## config.mk

```make
export PLATFORM = sky130hd
export DESIGN_NAME = data_ram_ctrl_flat
export DESIGN_NICKNAME = d
export VERILOG_FILES = /design/src/rtl/data_ram_ctrl_pkg.sv /design/src/rtl/data_ram_ctrl_if.sv /design/src/rtl/data_ram_ctrl_ram_byte_array.sv /design/src/rtl/data_ram_ctrl.sv /design/src/flat_wrapper.sv
export SDC_FILE = /design/constraint.sdc
export NUM_CORES = 1
export LEC_CHECK = 0
export CAP_MARGIN = 5
export CORE_MARGIN = 5
export CORE_UTILIZATION = 35
export DETAILED_ROUTE_END_ITERATION = 6
export PLACE_DENSITY = 0.54
export SYNTH_ARGS = -nofsm -noshare
export SYNTH_HDL_FRONTEND = slang
export SYNTH_SLANG_ARGS = --single-unit
```

## constraint.sdc

```tcl
create_clock -name clk -period 6.2 [get_ports clk]
set_input_delay 1.24 -clock clk [delete_from_list [all_inputs] [get_ports clk]]
set_output_delay 1.24 -clock clk [all_outputs]
set_load 0.01 [all_outputs]
```

## src/rtl/data_ram_ctrl_pkg.sv

```systemverilog
// Shared types and address helpers for the data RAM controller.
// Feature macro used by the top: DATA_RAM_INIT_INDEX_EN.
package data_ram_ctrl_pkg;

    typedef enum logic {
        ST_INIT = 1'b0,
        ST_RUN  = 1'b1
    } ram_state_t;

    // Widest byte address the helpers accept; callers zero-extend into this.
    localparam int unsigned MAX_ADDR_W = 64;

    function automatic logic [MAX_ADDR_W-1:0] word_index(
        input logic [MAX_ADDR_W-1:0] addr,
        input int unsigned           lane_bits
    );
        return addr >> lane_bits;
    endfunction

    function automatic logic addr_err(
        input logic [MAX_ADDR_W-1:0] addr,
        input int unsigned           lane_bits,
        input int unsigned           idx_bits
    );
        logic [MAX_ADDR_W-1:0] lane_mask;
        lane_mask = (MAX_ADDR_W'(1) << lane_bits) - MAX_ADDR_W'(1);
        return ((addr & lane_mask) != '0) || ((addr >> (lane_bits + idx_bits)) != '0);
    endfunction

endpackage

```

## src/rtl/data_ram_ctrl_if.sv

```systemverilog
// Request/response bus between the load/store stage and the data RAM controller.
interface data_ram_ctrl_if #(
    parameter int DATA_W = 32,
    parameter int ADDR_W = 32
) ();
    localparam int NB = DATA_W / 8;

    // Both channels: a transfer happens on a clock edge where valid && ready;
    // the sender must not depend on ready to raise valid.
    logic              req_valid;
    logic              req_ready;
    logic              req_we;
    logic [ADDR_W-1:0] req_addr;
    logic [DATA_W-1:0] req_wdata;
    logic [NB-1:0]     req_be;
    logic              resp_valid;
    logic              resp_ready;
    logic [DATA_W-1:0] resp_rdata;
    logic              resp_err;

    modport master (
        output req_valid, req_we, req_addr, req_wdata, req_be, resp_ready,
        input  req_ready, resp_valid, resp_rdata, resp_err
    );

    modport slave (
        input  req_valid, req_we, req_addr, req_wdata, req_be, resp_ready,
        output req_ready, resp_valid, resp_rdata, resp_err
    );
endinterface

```

## src/rtl/data_ram_ctrl_ram_byte_array.sv

```systemverilog
// DEPTH x DATA_W word store with a byte-enabled write port and a registered read port.
module ram_byte_array #(
    parameter  int DATA_W = 32,
    parameter  int DEPTH  = 32,
    localparam int NB     = DATA_W / 8,
    localparam int AW     = $clog2(DEPTH)
) (
    input  logic              clk,
    input  logic              we_i,
    input  logic [AW-1:0]     waddr_i,
    input  logic [DATA_W-1:0] wdata_i,
    input  logic [NB-1:0]     be_i,
    input  logic              re_i,
    input  logic [AW-1:0]     raddr_i,
    output logic [DATA_W-1:0] rdata_o
);
    logic [DATA_W-1:0] mem_q [DEPTH];
    logic [DATA_W-1:0] rdata_q;

    always_ff @(posedge clk) begin
        if (we_i) begin
            for (int i = 0; i < NB; i++) begin
                if (be_i[i]) begin
                    mem_q[waddr_i][8*i +: 8] <= wdata_i[8*i +: 8];
                end
            end
        end
        if (re_i) begin
            rdata_q <= mem_q[raddr_i];
        end
    end

    assign rdata_o = rdata_q;
endmodule

```

## src/rtl/data_ram_ctrl.sv

```systemverilog
// Data RAM controller: post-reset init sweep, address checking, single-entry response register.
// DATA_RAM_INIT_INDEX_EN selects word[i] = i as the sweep value instead of zero.
module data_ram_ctrl
    import data_ram_ctrl_pkg::*;
#(
    parameter int DATA_W = 32,
    parameter int DEPTH  = 32,
    parameter int ADDR_W = 32
) (
    input  logic          clk,
    input  logic          rst_n,
    data_ram_ctrl_if.slave bus,
    output logic          init_done,
    output ram_state_t    dbg_state_o
);
    localparam int NB        = DATA_W / 8;
    localparam int AW        = $clog2(DEPTH);
    localparam int LANE_BITS = $clog2(NB);
    localparam logic [AW-1:0] LAST_IDX = AW'(DEPTH - 1);

    ram_state_t state_q, state_d;
    logic [AW-1:0] cnt_q, cnt_d;
    logic resp_valid_q, resp_valid_d;
    logic resp_err_q, resp_err_d;
    logic rd_ok_q, rd_ok_d;

    logic [MAX_ADDR_W-1:0] addr_ext;
    logic [MAX_ADDR_W-1:0] word_full;
    logic [AW-1:0]         req_idx;
    logic                  req_err;
    logic                  req_ready;
    logic                  accept;
    logic                  unused_idx_bits;

    logic              mem_we;
    logic [AW-1:0]     mem_waddr;
    logic [DATA_W-1:0] mem_wdata;
    logic [NB-1:0]     mem_be;
    logic              mem_re;
    logic [DATA_W-1:0] mem_rdata;
    logic [DATA_W-1:0] init_word;

    assign addr_ext        = MAX_ADDR_W'(bus.req_addr);
    assign word_full       = word_index(addr_ext, LANE_BITS);
    assign req_idx         = word_full[AW-1:0];
    assign unused_idx_bits = ^word_full[MAX_ADDR_W-1:AW];
    assign req_err         = addr_err(addr_ext, LANE_BITS, AW);

    // A stalled response blocks new requests so its data stays intact.
    assign req_ready = (state_q == ST_RUN) && (!resp_valid_q || bus.resp_ready);
    assign accept    = bus.req_valid && req_ready;

`ifdef DATA_RAM_INIT_INDEX_EN
    assign init_word = DATA_W'(cnt_q);
`else
    assign init_word = '0;
`endif

    always_ff @(posedge clk) begin
        if (!rst_n) begin
            state_q      <= ST_INIT;
            cnt_q        <= '0;
            resp_valid_q <= 1'b0;
            resp_err_q   <= 1'b0;
            rd_ok_q      <= 1'b0;
        end else begin
            state_q      <= state_d;
            cnt_q        <= cnt_d;
            resp_valid_q <= resp_valid_d;
            resp_err_q   <= resp_err_d;
            rd_ok_q      <= rd_ok_d;
        end
    end

    always_comb begin
        state_d      = state_q;
        cnt_d        = cnt_q;
        resp_valid_d = resp_valid_q;
        resp_err_d   = resp_err_q;
        rd_ok_d      = rd_ok_q;
        case (state_q)
            ST_INIT: begin
                cnt_d = cnt_q + AW'(1);
                if (cnt_q == LAST_IDX) begin
                    state_d = ST_RUN;
                    cnt_d   = '0;
                end
            end
            ST_RUN: begin
                if (accept) begin
                    resp_valid_d = 1'b1;
                    resp_err_d   = req_err;
                    rd_ok_d      = !bus.req_we && !req_err;
                end else if (resp_valid_q && bus.resp_ready) begin
                    resp_valid_d = 1'b0;
                    resp_err_d   = 1'b0;
                    rd_ok_d      = 1'b0;
                end
            end
        endcase
    end

    // The sweep owns the write port until RUN; no request can be accepted meanwhile.
    always_comb begin
        mem_we    = accept && bus.req_we && !req_err;
        mem_waddr = req_idx;
        mem_wdata = bus.req_wdata;
        mem_be    = bus.req_be;
        if (state_q == ST_INIT) begin
            mem_we    = 1'b1;
            mem_waddr = cnt_q;
            mem_wdata = init_word;
            mem_be    = '1;
        end
    end

    assign mem_re = accept && !bus.req_we && !req_err;

    ram_byte_array #(
        .DATA_W(DATA_W),
        .DEPTH (DEPTH)
    ) u_array (
        .clk    (clk),
        .we_i   (mem_we),
        .waddr_i(mem_waddr),
        .wdata_i(mem_wdata),
        .be_i   (mem_be),
        .re_i   (mem_re),
        .raddr_i(req_idx),
        .rdata_o(mem_rdata)
    );

    assign bus.req_ready  = req_ready;
    assign bus.resp_valid = resp_valid_q;
    assign bus.resp_err   = resp_err_q;
    assign bus.resp_rdata = rd_ok_q ? mem_rdata : '0;
    assign init_done      = (state_q == ST_RUN);
    assign dbg_state_o    = state_q;
endmodule

```

## src/flat_wrapper.sv

```systemverilog
// flat-port wrapper written by rule: the top's interface ports become plain ports
module data_ram_ctrl_flat import data_ram_ctrl_pkg::*;
#(
    parameter int DATA_W = 32,
    parameter int DEPTH  = 32,
    parameter int ADDR_W = 32
)
  (clk, rst_n, init_done, dbg_state_o, bus_req_valid, bus_req_we, bus_req_addr, bus_req_wdata, bus_req_be, bus_resp_ready, bus_req_ready, bus_resp_valid, bus_resp_rdata, bus_resp_err);
  data_ram_ctrl_if #(.DATA_W(DATA_W), .ADDR_W(ADDR_W)) bus_i ();
  input  logic clk;
  input  logic rst_n;
  output logic init_done;
  output ram_state_t dbg_state_o;
  input wire logic [$bits(bus_i.req_valid)-1:0] bus_req_valid;
  input wire logic [$bits(bus_i.req_we)-1:0] bus_req_we;
  input wire logic [$bits(bus_i.req_addr)-1:0] bus_req_addr;
  input wire logic [$bits(bus_i.req_wdata)-1:0] bus_req_wdata;
  input wire logic [$bits(bus_i.req_be)-1:0] bus_req_be;
  input wire logic [$bits(bus_i.resp_ready)-1:0] bus_resp_ready;
  output wire logic [$bits(bus_i.req_ready)-1:0] bus_req_ready;
  output wire logic [$bits(bus_i.resp_valid)-1:0] bus_resp_valid;
  output wire logic [$bits(bus_i.resp_rdata)-1:0] bus_resp_rdata;
  output wire logic [$bits(bus_i.resp_err)-1:0] bus_resp_err;
  assign bus_i.req_valid = bus_req_valid;
  assign bus_i.req_we = bus_req_we;
  assign bus_i.req_addr = bus_req_addr;
  assign bus_i.req_wdata = bus_req_wdata;
  assign bus_i.req_be = bus_req_be;
  assign bus_i.resp_ready = bus_resp_ready;
  assign bus_req_ready = bus_i.req_ready;
  assign bus_resp_valid = bus_i.resp_valid;
  assign bus_resp_rdata = bus_i.resp_rdata;
  assign bus_resp_err = bus_i.resp_err;
  data_ram_ctrl #(.DATA_W(DATA_W), .DEPTH(DEPTH), .ADDR_W(ADDR_W)) u_core (.clk(clk), .rst_n(rst_n), .bus(bus_i), .init_done(init_done), .dbg_state_o(dbg_state_o));
endmodule
```

Yosys cells after proc, flatten, opt, wreduce, memory -nomap -nowiden
Memory sizes are Yosys's and may differ from the RTL's. A register that Yosys moved wholly into a read port is not among the register bits.
Cells that the tools add are included.

cells by class
  muxes and demuxes = 24
  add/sub/neg operators = 1
  equal/unequal tests = 1
  reduce and logical (&&, ||, !) cells = 17

operator list
  operator                                     count
  nonzero test 64 bit                          2
  two-way mux 32 bit                           2
  two-way mux 1 bit                            19
  two-way mux 5 bit                            2
  logical AND 1 bit                            8
  adder 5 x 1 -> 5 bit, second input constant  1
  equality test 5 bit, second input constant   1
  two-way mux 4 bit                            1
  zero test 1 bit                              3
  logical OR 1 bit                             2
  AND reduction 2 bit                          1
  nonzero test 2 bit                           1

storage, ports and cells
  output and inout port bits = 37
  register bits = 9
  bits in writable memories = 1024
  input port bits = 73
  memories kept = 1
  word-level logic and storage cells = 49

memories
  memory                depth  width  rd ports  clocked after memory_dff  write ports  line                                RTL
  u_core.u_array.mem_q  32     32     1         1                         1            data_ram_ctrl_ram_byte_array.sv:17  logic [DATA_W-1:0] mem_q [DEPTH];

Longest topological paths before layout
Gate-level depths: netlist of the first run.

  depth in word-level cells = 9
  gate-level depth with buffers = 9
  mapped depth without buffers = 6

Hierarchy
A second synthesis of the first run with hierarchy kept.

second synthesis, totals
  cells, all modules = 2545
  area, all modules = 42391.9 um^2

by module, submodules not included
  module          cells an instance  instances  area each (um^2)  seq. area each (um^2)
  ram_byte_array  2406               1          41347.2           31710.4
  data_ram_ctrl   139                1          1044.8            180.2

Least setup slack after synthesis of the first run
No wires, ideal clock.

  kind = input to register
  from = input port bus_req_addr[15]
  to = register u_core.u_array.rdata_q[0] (netlist: u_core.u_array.rdata_o[0]) (read register of u_core.u_array.mem_q), enable pin
  setup slack = 2178 ps
  required time = 5773 ps
  arrival time = 3595 ps
  path buffers = 0
  stages on the path = 4
  setup time = 427 ps
  path through = nor4_1 nand4_1 nor4_4 nor2b_1

between the ends
  longest elaborated chain between the ends = 4

RTL lines
  what                     line                                RTL
  start: declaration       flat_wrapper.sv:16                  input wire logic [$bits(bus_i.req_addr)-1:0] bus_req_addr;
  nonzero test 64 bit      data_ram_ctrl_pkg.sv:27             return ((addr & lane_mask) != '0) || ((addr >> (lane_bits + idx_bits)) != '0);
  logical OR 1 bit         data_ram_ctrl_pkg.sv:27
  zero test 1 bit          data_ram_ctrl.sv:117                assign mem_re = accept && !bus.req_we && !req_err;
  logical AND 1 bit        data_ram_ctrl.sv:117
  named net u_core.mem_re  data_ram_ctrl.sv:39                 logic mem_re;
  end: declaration         data_ram_ctrl_ram_byte_array.sv:18  logic [DATA_W-1:0] rdata_q;

The timed path passes the listed nets, and every way through them passes these cells.
A chain may end at the register's enable or synchronous reset.

Worst setup path in the final report of the first run
  from = input port bus_req_addr[5]
  to = memory u_core.u_array.mem_q[5][11], enable pin

between the ends
  longest elaborated chain between the ends = 1

RTL lines
  what               line                                RTL
  two-way mux 5 bit  data_ram_ctrl.sv:109                if (state_q == ST_INIT) begin
  end: declaration   data_ram_ctrl_ram_byte_array.sv:17

No other way between the ends.

==> results, run 1 <==
- The run finished, with violations left.
- The final reports fail on DRC.
- The floorplan has 126 rows.
- The area of combinational cells with multiple inputs is 9240 um^2.
- After detailed routing, the number of vias per cell comes to 5.29.
- In this run the critical register-to-register path is launched from u_core.dbg_state_o.
- The DRC violation count after routing is 22.
- The smallest clock period supported by the final layout is computed as 4.11 ns.
- The number of warnings issued by yosys is 0.
- The worst register-to-register path has a depth of 5.
- The max-slew violation count came to 0.
- The critical path class is primary input to register.
- Across the VDD grid, the largest voltage drop is 0.000230 V.
- The number of hold violations in the final report is 0.
- Global routing used 17.1% of the available tracks.
- The most critical setup path has its startpoint at bus_req_addr[5].
- The sequential standard cell area is 31900 um^2.
- Combinational logic burns 4.1% of the power.
- The net count of the finished layout is 2497.
- The predominant post-synthesis flop cell is sky130_fd_sc_hd__edfxtp_1.
- The number of H-tree levels is 3.
- Net switching is 20.8% of the power.
- The later pin in the worst-skew pair is clocked with a latency of 0.70 ns.
- The netlist uses 42 different library cells.
- The top fanout value on the critical path is 34.
- The clock sink count is 1065.
- Compared with the post-synthesis result, the final layout area differs by 15.6%.
- In this run the tool buffered the top-level ports with 109 buffer cells.
- The leakage component of the power is 17.0 nW.
- Sequential cells burn 52.2% of the power.
- The routed wire length is 110000 um.
- Power spread over the standard cell area amounts to 313 nW/um^2.
- The class of the tightest hold or removal check is register to register.
- The internal power contribution is 12.0 mW.
- At the end of the flow the core is filled with cells to 40.8%.
- The remaining antenna violation count after routing is 0.
- The via count of the first global-routing pass is 22291.
- The register clock-pin slew on the reported worst setup and hold paths is 0.06 ns.
- Following the worst setup path forward leads to its endpoint at u_core.u_array.mem_q[5][11].
- The endpoint identified for the worst register-to-register timing path is u_core.u_array.mem_q[13][21].
- After filler insertion, the fill cell instance count of the layout stands at 10423.
- The global-route wire length before repair is 158000 um.
- The final HPWL from detailed placement is 68900 um.
- Counting flops and latches in the post-synthesis netlist gives 1065.
- The number of iterations in the first detailed-routing pass is 7.
- Headroom to the max-slew limit came out at 32.2%.
- From bottom edge to top edge, the die measures 356 um.
- After global routing the overflow that remains totals 0.
- From left edge to right edge, the die measures 356 um.
- The post-cts hold buffer count is 0.
- Setup repair after global routing left no endpoint under its margin.
- At the pin with the least slew margin, the transition time is 1.01 ns.
- The initial antenna violation count is 5.
- Setup violations remaining at the end of the flow were counted as 0.
- STA classifies the critical path startpoint as a primary input.
- The count of vias placed by the detailed router is 21801.
- The reg-to-reg setup timing slack is 2.27 ns.
- Across the run, the number of max-cap violations was 0.
- No sink is reached through more buffers than the 3 on the longest clock path.
- 110 I/O pins were placed.
- The routability congestion estimate from global placement is 0.799.
- The number of buffers inserted during clock tree synthesis is 110.
- TritonCTS built the clock tree.
- The area of the die is 126000 um^2.
- The required time at the endpoint of the critical path is 6.50 ns.
- Averaged over all synthesized cells, the footprint is 18.3 um^2.
- The first routing iteration left 2412 violations.
- In the final layout, the share of cells above drive strength 1 is 13.2%.
- Along the worst hold path, the cell count comes to 2.
- Timing would allow up to 243 MHz.
- STA classifies the critical path endpoint as a register.
- The clock network is responsible for 43.7% of the overall power.
- The buffer type at the clock tree root is sky130_fd_sc_hd__clkbuf_16.
- In this run the standard cell core region covers 118000 um^2.
- The maximum number of pins on one net before global-route repair is 142.
- The average detailed-routed wire length per instance is 26.7 um.
- Hold timing on the final database bottoms out at a slack of 0.513 ns.
- The arrival time of data at the critical path endpoint is 4.41 ns.
- The proportion of register bits with asynchronous set or reset after synthesis is 0%.
- The final setup TNS is 0 ns.
- Summing every instance area after synthesis gives 41800 um^2.
- The number of instances resized during post-cts repair is 0.
- For the final database, setup skew stands at 0.0329 ns.
- The count of buffers added by post-CTS timing repair for setup is 0.
- The share of the cycle needed by the critical path after routing is 66.3%.
- The share of synthesized area occupied by flip-flops and latches is 76.3%.
- Yosys mapped a number of flops with a built-in enable equal to 1056.
- The analysis attributes to net switching a power of 3.15 mW.
- The number of nets handed over by synthesis was 2363.
- The synthesized netlist cell count is 2288.
- The starting density of the core is 35.3%.
-- cell usage in the layout (no fill, tap or decap), types with 4 or more instances in the layout --
master / n
sky130_fd_sc_hd__clkbuf_16: 111
sky130_fd_sc_hd__diode_2: 4
sky130_fd_sc_hd__a21oi_1: 4
sky130_fd_sc_hd__a221oi_1: 64
sky130_fd_sc_hd__edfxtp_1: 1056
sky130_fd_sc_hd__nor3_1: 33
sky130_fd_sc_hd__nand2_1: 43
sky130_fd_sc_hd__mux4_2: 96
sky130_fd_sc_hd__clkinv_1: 28
sky130_fd_sc_hd__dfxtp_1: 7
sky130_fd_sc_hd__nor4_1: 5
sky130_fd_sc_hd__and2_2: 4
sky130_fd_sc_hd__clkdlybuf4s50_1: 107
sky130_fd_sc_hd__nand3_1: 35
sky130_fd_sc_hd__o21ai_0: 66
sky130_fd_sc_hd__clkinvlp_4: 6
sky130_fd_sc_hd__clkinv_2: 17
sky130_fd_sc_hd__a22oi_1: 65
sky130_fd_sc_hd__inv_1: 4
sky130_fd_sc_hd__clkbuf_1: 16
sky130_fd_sc_hd__bufinv_16: 14
sky130_fd_sc_hd__nor2_1: 174
sky130_fd_sc_hd__a22o_1: 33
sky130_fd_sc_hd__a31oi_1: 34
sky130_fd_sc_hd__clkinv_4: 5
sky130_fd_sc_hd__buf_4: 50
sky130_fd_sc_hd__mux2i_1: 322
sky130_fd_sc_hd__and2_1: 62
-- worst min-delay path by stage --
| stage | from | slack [ns] | endpoint |
|---|---|---|---|
| detailed placement | u_core.bus.resp_valid | 0.51 | u_core.bus.resp_valid |
| floorplan | u_core.cnt_q[3] | 0.49 | u_core.cnt_q[3] |
| finish | u_core.bus.resp_valid | 0.51 | u_core.bus.resp_valid |
| global placement | u_core.bus.resp_valid | 0.51 | u_core.bus.resp_valid |
| global route | u_core.bus.resp_valid | 0.56 | u_core.bus.resp_valid |
| CTS | u_core.bus.resp_valid | 0.52 | u_core.bus.resp_valid |
-- per-layer routing --
| layer | part of all wire [%] | vias to the layer above | global-route usage (%) |
|---|---|---|---|
| met4 | 2.7 | 6 | 4.76 |
| li1 | - | 9480 | - |
| met1 | 43 | 11167 | 23.4 |
| met3 | 8.8 | 180 | 4.79 |
| met5 | 0.033 | - | 0 |
| met2 | 46 | 968 | 26.9 |
-- power groups by stage --
stage / clock network, mW / registers (mW) / logic, mW
3_3_place_gp: 0 / 8.06 / 0.611
2_1_floorplan: 0 / 8.05 / 0.395
5_1_grt: 7.06 / 7.91 / 0.655
3_5_place_dp: 0 / 8.06 / 0.617
6_report: 6.62 / 7.91 / 0.618
4_1_cts: 6.74 / 7.91 / 0.620
-- metrics by stage --
step	instances	total power, mW	cell area, um^2	setup WS (ns)
finish	4118	15.1	48300	2.09
detailed placement	3910	8.68	44700	1.50
CTS	4114	15.3	48300	2.23
global route	4114	15.6	48300	2.09
global placement	3910	8.67	44700	1.63
floorplan	2288	8.45	41800	2.18
-- cell type report --
cell class,count,share of cell area [%]
Antenna cell,4,0.0207
Clock buffer,127,5.87
Clock inverter,77,1.66
Inverter,5,0.0388
Multi-Input combinational cell,1078,19.1
Sequential cell,1065,66.0
Tap cell,1600,4.14
Timing Repair Buffer,162,3.17
-- sequential cells by signal (all words and copies together) (netlist names) --
name,flops
u_core.u_array.rdata_o,32
u_core.u_array.mem_q,1024
u_core.bus.resp_err,1
u_core.rd_ok_q,1
u_core.cnt_q,5
u_core.bus.resp_valid,1
u_core.dbg_state_o,1
-- critical path, stage by stage --
cell and delay, ns:
sky130_fd_sc_hd__clkdlybuf4s50_1 0.57, sky130_fd_sc_hd__or2_2 0.71, sky130_fd_sc_hd__o32ai_1 0.39, sky130_fd_sc_hd__nand2_1 0.56, sky130_fd_sc_hd__nor2_1 0.91
-- synthesized netlist by cell type, drive strengths merged (3+ instances only) --
master  number  share of area [%]
a21oi        4              0.048
a221oi      64                1.3
a22o        33               0.69
a22oi       65                1.2
a31oi       38               0.57
and2        66               0.99
buf         81                1.2
clkbuf      59               0.53
dfxtp        9               0.43
edfxtp    1056                 76
inv          4              0.036
mux2i      322                7.7
mux4        96                5.2
nand2       43               0.39
nand2b       4              0.060
nand3       35               0.42
nor2       176                1.6
nor2b        4              0.060
nor3        33               0.40
nor4         7               0.16
o21ai       67               0.80
o32ai        3              0.063
-- cell families after synthesis --
family	after synthesis	synth area share, %
compound gates	281	4.82
fa+ha+maj	2	0.0598
buf+inv	145	1.78
flops	1065	76.3
mux	418	12.9
simple gates	377	4.18
No activity file was read; power rests on OpenSTA's default activity.
==> run 2, diff against run 1 <==
Settings changed: PLACE_DENSITY 0.54 to 0.56.
Clock period 6.2 ns to 3.6 ns, I/O delays scaled along.
==> run 2 against run 1 <==
  * The flow still finishes with violations (DRC)
  * Count of clock-buffer cells in the layout is 10 higher
  * Routed wire length is 2.3% lower
  * Critical path depth is 2 lower
  * Sequential power is 72% higher
  * Clock power is 71% higher
  * Largest power group unchanged
  * Sequential cell count stayed put
  * Design area is 3.2% higher
  * Register-to-register slack worse by 1.7 ns
  * First-iteration DRC count is 5.5% lower
  * Global-route usage is 0.44 points lower
  * Setup slack worse by 1.6 ns
  * Largest cell class unchanged
  * Non-clock buffer count is 188 higher
==> results, run 2 (synthesis gave the netlist of run 1 again) <==
- The starting density of the core is 35.3%.
- The nature of the critical path endpoint is a primary output.
- For hold timing, the worst endpoint is u_core.bus.resp_err.
- The area of combinational cells with multiple inputs is 9240 um^2.
- The clock latency on the worst-skew pair is 0.68 ns.
- In this run, CTS created clock tree buffers numbering 110.
- VDD sags by at most 0.000420 V.
- The first global-routing pass estimated 156000 um of wire.
- Once detail routing completed, the nets flagged for antenna violations numbered 0.
- The final reports fail on DRC.
- The buffer depth of the longest clock path is 3.
- The max-slew violation count is 0.
- The endpoint identified for the worst register-to-register timing path is u_core.u_array.mem_q[17][15].
- The number of H-tree levels is 3.
- Data on the critical path is required at its endpoint by 2.88 ns.
- The leakage component of the power is 18.0 nW.
- The average detailed-routed wire length per instance is 24.9 um.
- The count of vias placed by the detailed router is 22290.
- The maximum number of pins on one net before global-route repair is 73.
- The critical path is of the register to primary output type.
- In the global route stage, overall resource usage came out at 16.7%.
- Input and output buffers added on the ports amount to 109.
- Counting cells, the worst reg-to-reg path comes to 5.
- The share of final-layout standard cells stronger than drive strength 1 is 19.3%.
- The sequential cells in the finished layout cover a total of 31900 um^2.
- The startpoint kind of the worst setup timing path is a register.
- The initial antenna violation count was 6.
- After detailed routing, the number of remaining DRC violations is 23.
- The power consumption is 26.0 mW.
- The class of the tightest hold or removal check is register to register.
- Setup violations remaining at the end of the flow were counted as 0.
- The area of the placeable core is 118000 um^2.
- The area of the die is 126000 um^2.
- The area after detailed placement is 46300 um^2.
- The number of hold violations in the final report came to 0.
- The worst pin sits at a relative slew slack of 40.3%.
- The detailed router finished its first iteration with 2280 violations.
- The number of standard-cell rows in the floorplan is 126.
- The number of nets in the layout is 2685.
- Static timing analysis puts the maximum clock frequency at 324 MHz.
- Setup slack on the worst reg-to-reg path comes out at 0.55 ns.
- The count of maximum capacitance violations is 0.
- The most critical setup path has its startpoint at u_core.rd_ok_q.
- Using the TritonRoute via totals, the vias-per-cell ratio works out to 5.18.
- Wires add up to 107000 um.
- The startpoint identified for the worst register-to-register timing path is u_core.dbg_state_o.
- Before antenna repair, the detailed router went through 7 iterations.
- Leaving out fill and tap cells, the most frequent cell in the layout is sky130_fd_sc_hd__edfxtp_1.
- After clock tree synthesis, the flow added hold-fix buffers numbering 0.
- The share of the cycle needed by the critical path after routing is 85.7%.
- The worst hold path cell count is 2.
- Once detailed placement completed, the half-perimeter wirelength came to 69200 um.
- The smallest clock period supported by the final layout is computed as 3.09 ns.
- The area added between synthesis and finish is 19.3%.
- At the end of routability-driven placement, the weighted congestion stood at 0.828.
- TritonCTS built the clock tree.
- The post-route standard cell area excluding fillers is 49900 um^2.
- For the worst setup path, the data arrival time is 2.37 ns.
- The register bank with the most flops is u_core.u_array.mem_q.
- The worst clock skew is 0.0301 ns.
- The width of the die is 356 um.
- In the layout the commonest cells are 1056 x sky130_fd_sc_hd__edfxtp_1, 322 x sky130_fd_sc_hd__mux2i_1, 224 x sky130_fd_sc_hd__buf_4.
- The buffer type at the clock tree root is sky130_fd_sc_hd__clkbuf_16.
- The register with the most flip-flops in the layout has 1024 of them.
- The flow ran to the end, but the final reports show violations.
- The via count of the first global-routing pass was 22935.
- The start point of the worst min-delay path is u_core.bus.resp_err.
- Buffers added to address setup during post-CTS repair amount to 0.
- The number of ports placed on the die boundary is 110.
- Once the clock tree was built, the resizer swapped 0 gates to a different size.
- The clock sink count is 1065.
- Dividing total power by cell area gives a power density of 522 nW/um^2.
- Setup repair after global routing left no endpoint under its margin.
- After clock tree synthesis, the clock-pin slew on the worst setup and hold paths is 0.06 ns.
- The die height is 356 um.
- After filler insertion, the fill cell instance count of the layout stands at 10324.
- The top fanout value on the critical path is 18.
- For the pin with the worst max-slew slack, the measured transition is 0.891 ns.
- Summed over all layers, the global routing overflow is 0.
-- run 2: cell count changes in the layout (fill, tap and decap cells not counted) --
cell	change
sky130_fd_sc_hd__bufinv_16	-1
sky130_fd_sc_hd__buf_12	+14
sky130_fd_sc_hd__and2_1	+4
sky130_fd_sc_hd__inv_16	-2
sky130_fd_sc_hd__diode_2	-2
sky130_fd_sc_hd__buf_4	+174
sky130_fd_sc_hd__clkinv_1	-14
sky130_fd_sc_hd__and2_2	-4
sky130_fd_sc_hd__clkinv_2	+5
sky130_fd_sc_hd__clkbuf_1	+9
sky130_fd_sc_hd__clkinvlp_4	+6
sky130_fd_sc_hd__inv_6	+1
sky130_fd_sc_hd__clkbuf_8	+1
sky130_fd_sc_hd__clkinv_4	-4
-- run 2: per-layer routing --
layer	wire length (um)	part of all wire [%]	global-route usage (%)
met2	50700	47	26.8
met4	2710	2.5	4.80
met3	8040	7.5	3.66
met1	45900	43	22.9
met5	13	0.012	0
-- run 2: area by class of cell --
type	instances	share of cell area [%]
clock buffer	137	5.78
inverter	5	0.0376
antenna	2	0.0100
timing repair buffer	350	6.25
multi-input combinational	1078	18.5
tap	1600	4.01
sequential	1065	63.9
clock inverter	68	1.45
-- run 2: critical path, cell delays in order (launching register included) --
cell	delay (ns)
sky130_fd_sc_hd__dfxtp_2	0.67
sky130_fd_sc_hd__buf_12	0.22
sky130_fd_sc_hd__and2_1	0.21
sky130_fd_sc_hd__clkdlybuf4s50_1	0.57
-- run 2: power breakdown --
part / switching, mW / internal, mW / total [mW]
sequential: 0.0342 / 13.6 / 13.6
clock: 4.64 / 6.62 / 11.3
combinational: 0.670 / 0.482 / 1.15
-- run 2: worst max-delay path by stage --
stage | end | slack [ns]
after floorplan | u_core.u_array.rdata_o[0] | 0.1
after global placement | u_core.u_array.mem_q[17][12] | -0.13
after detailed placement | u_core.u_array.mem_q[17][13] | -0.12
after CTS | bus_resp_rdata[7] | 0.41
after global routing | bus_resp_rdata[9] | 0.38
final | bus_resp_rdata[8] | 0.51
-- run 2: per-stage QoR --
stage | util, % | setup TNS (ns) | hold WS (ns) | worst slack [ns] | cells
after floorplan | - | 0 | 0.486 | 0.0984 | 2288
after global placement | 39.1 | -1.58 | 0.473 | -0.128 | 4098
after detailed placement | 39.1 | -0.983 | 0.468 | -0.123 | 4098
after CTS | 42.1 | 0 | 0.480 | 0.410 | 4303
after global routing | 42.1 | 0 | 0.504 | 0.377 | 4303
final | 42.1 | 0 | 0.479 | 0.513 | 4305
==> run 3, diff against run 2 <==
Settings changed: PLACE_DENSITY 0.56 to 0.54.
Clock period 3.6 ns to 3.35 ns, I/O delays scaled along.
==> run 3 against run 2 <==
  * The run now ends clean
  * Global-route usage up 0.66 points
  * Sequential power increased by 7%
  * First-iteration DRC count up 11%
  * Critical path type unchanged
  * Via count is 1.3% higher
  * Highest routed layer unchanged
  * Largest power group unchanged
  * Count of clock-buffer cells in the layout decreased by 10
  * Routed wire length up 4.1%
  * Critical endpoint is now bus_resp_rdata[27]
  * Design area is 0.61% higher
==> results, run 3 (synthesis gave the netlist of run 1 again) <==
- The flow ran to the end, and the final reports show no timing, DRC or antenna violations.
- STA classifies the critical path endpoint as a primary output.
- The register bank with the most flops is u_core.u_array.mem_q.
- For this run the aggregate overflow at the end of global routing stands at 0.
- The remaining antenna violation count after routing is 0.
- The power density over the cells is 556 nW/um^2.
- The worst hold margin is 0.481 ns.
- The buffer depth of the longest clock path is 3.
- The max-slew violation count came to 0.
- The routability congestion estimate from global placement is 0.833.
- The library cell used most frequently in the layout, excluding fill and tap cells, is sky130_fd_sc_hd__edfxtp_1.
- The setup-violating endpoint count in the final report is 0.
- The via count of the first global-routing pass is 22960.
- The buffer type at the clock tree root is sky130_fd_sc_hd__clkbuf_16.
- The clock sink count is 1065.
- The minimum setup slack after placement is -0.0922 ns.
- TritonCTS built the clock tree.
- The width of the die is 356 um.
- After floorplanning, the core was sized to cover 118000 um^2.
- The final worst slack is 0.297 ns.
- After detailed routing, the total wire length is 112000 um.
- The global-route total usage across every layer is 17.3%.
- The largest voltage drop on the vdd net is 0.000361 V.
- The initial antenna violation count is 2.
- The minimum clock period is 3.05 ns.
- Setup repair after global routing left no endpoint under its margin.
- The first detailed-routing pass ran for 5 iterations.
- The detailed-route vias per instance is 5.21.
- Walking the worst path, the cells encountered are buf_12, and2_1, clkdlybuf4s50_1.
- The number of ports placed on the die boundary is 110.
- The global-route wire length before repair is 161000 um.
- The final cell count without fillers is 4333.
- The detailed router finished its first iteration with 2527 violations.
- The power consumption is 27.9 mW.
- The slowest stage of the critical path belongs to the cell sky130_fd_sc_hd__dfxtp_2.
- The die height is 356 um.
- The post-route standard cell area excluding fillers is 50200 um^2.
- The required time at the endpoint of the critical path is 2.68 ns.
- The leakage component of the power is 18.1 nW.
- The initialized floorplan defines 126 standard-cell rows.
- The startpoint kind of the worst setup timing path is a register.
- The starting density of the core is 35.3%.
- The post-cts hold buffer count is 0.
- The number of instances resized during post-cts repair is 0.
- The flip-flop count of the largest register after layout is 1024.
- The final HPWL from detailed placement is 73500 um.
- The cell count after placement is 4132.
- The worst clock skew is 0.0250 ns.
- The number of H-tree levels is 3.
- The maximum number of pins on one net before global-route repair is 65.
- After layout, the worst path uses 91.1% of the clock period.
- The clock latency on the worst-skew pair is 0.68 ns.
- For the worst setup path, the data arrival time is 2.38 ns.
- The largest stage delay on the critical path is 0.69 ns.
- Cells with a size suffix above 1 make up 20.1% of the layout.
- Post-CTS timing repair inserted 0 buffers for setup.
- The DRC violation count after routing is 0.
- The top fanout value on the critical path is 20.
- For the pin with the worst max-slew slack, the measured transition is 0.983 ns.
- The number of hold violations in the final report is 0.
- Once placement finished, the instance area stood at 46600 um^2.
- The area added between synthesis and finish is 20.0%.
- The class of the tightest hold or removal check is register to register.
- The number of buffer cells added on primary ports is 109.
- The count of vias placed by the detailed router is 22569.
- Leaving out fill and tap cells, the most frequent cells in the layout are 1056 x sky130_fd_sc_hd__edfxtp_1, 322 x sky130_fd_sc_hd__mux2i_1, 249 x sky130_fd_sc_hd__buf_4.
- The die covers 126000 um^2.
- The timing-limited maximum frequency is 328 MHz.
- The count of maximum capacitance violations is 0.
- After the last flow step, the layout net total stands at 2717.
- The number of buffers inserted during clock tree synthesis is 108.
- The critical path class is register to primary output.
- The register clock-pin slew on the reported worst setup and hold paths is 0.06 ns.
- The tightest slew margin relative to the limit is 34.3%.
- Dividing the detail-routed wire length by the instance count gives 25.8 um.
==> run 3: area by class of cell <==
type                    instances  area (um^2)
fillers                     10244        68200
flip-flops and latches       1065        31900
multi-input cells            1078         9230
repair buffers                384         3490
clock buffers                 127         2800
well taps                    1600         2000
clock inverters                72          753
inverters                       5         20.0
diodes                          2         5.00
==> run 3: path summary, 6_finish.rpt <==
check	startpoint	endpoint	slack (ns)	cells past startpoint
setup / recovery	u_core.rd_ok_q	bus_resp_rdata[27]	0.30	3
setup reg to reg	u_core.dbg_state_o	u_core.u_array.mem_q[8][15]	0.56	6
hold / removal	u_core.bus.resp_err	u_core.bus.resp_err	0.48	2
hold reg to reg	u_core.bus.resp_err	u_core.bus.resp_err	0.48	2
==> run 3: worst max-delay path, delay by kind of cell, from the launching register on <==
family,cells,cell delay [ns]
buffers and inverters,2,0.78
and+or+nand+nor,1,0.17
DFF,1,0.69
==> run 3: routing by layer <==
layer | vias up | wire, um | global-route usage (%)
met5 | - | 20 | 0
met4 | 2 | 1920 | 3.78
met2 | 861 | 51500 | 27.2
li1 | 9928 | - | -
met1 | 11660 | 49600 | 24.8
met3 | 118 | 8740 | 3.96
==> run 3: report_power, final <==
| group | switching (mW) | internal, mW |
|---|---|---|
| registers | 0.0412 | 14.6 |
| logic | 0.716 | 0.534 |
| clock network | 4.97 | 7.04 |
==> run 3: metrics by stage <==
step	setup TNS (ns)	utilization, %
finish	0	42.4
detailed placement	-6.52	39.4
global placement	-5.79	39.4
floorplan	0	-
CTS	0	42.4
global route	0	42.4
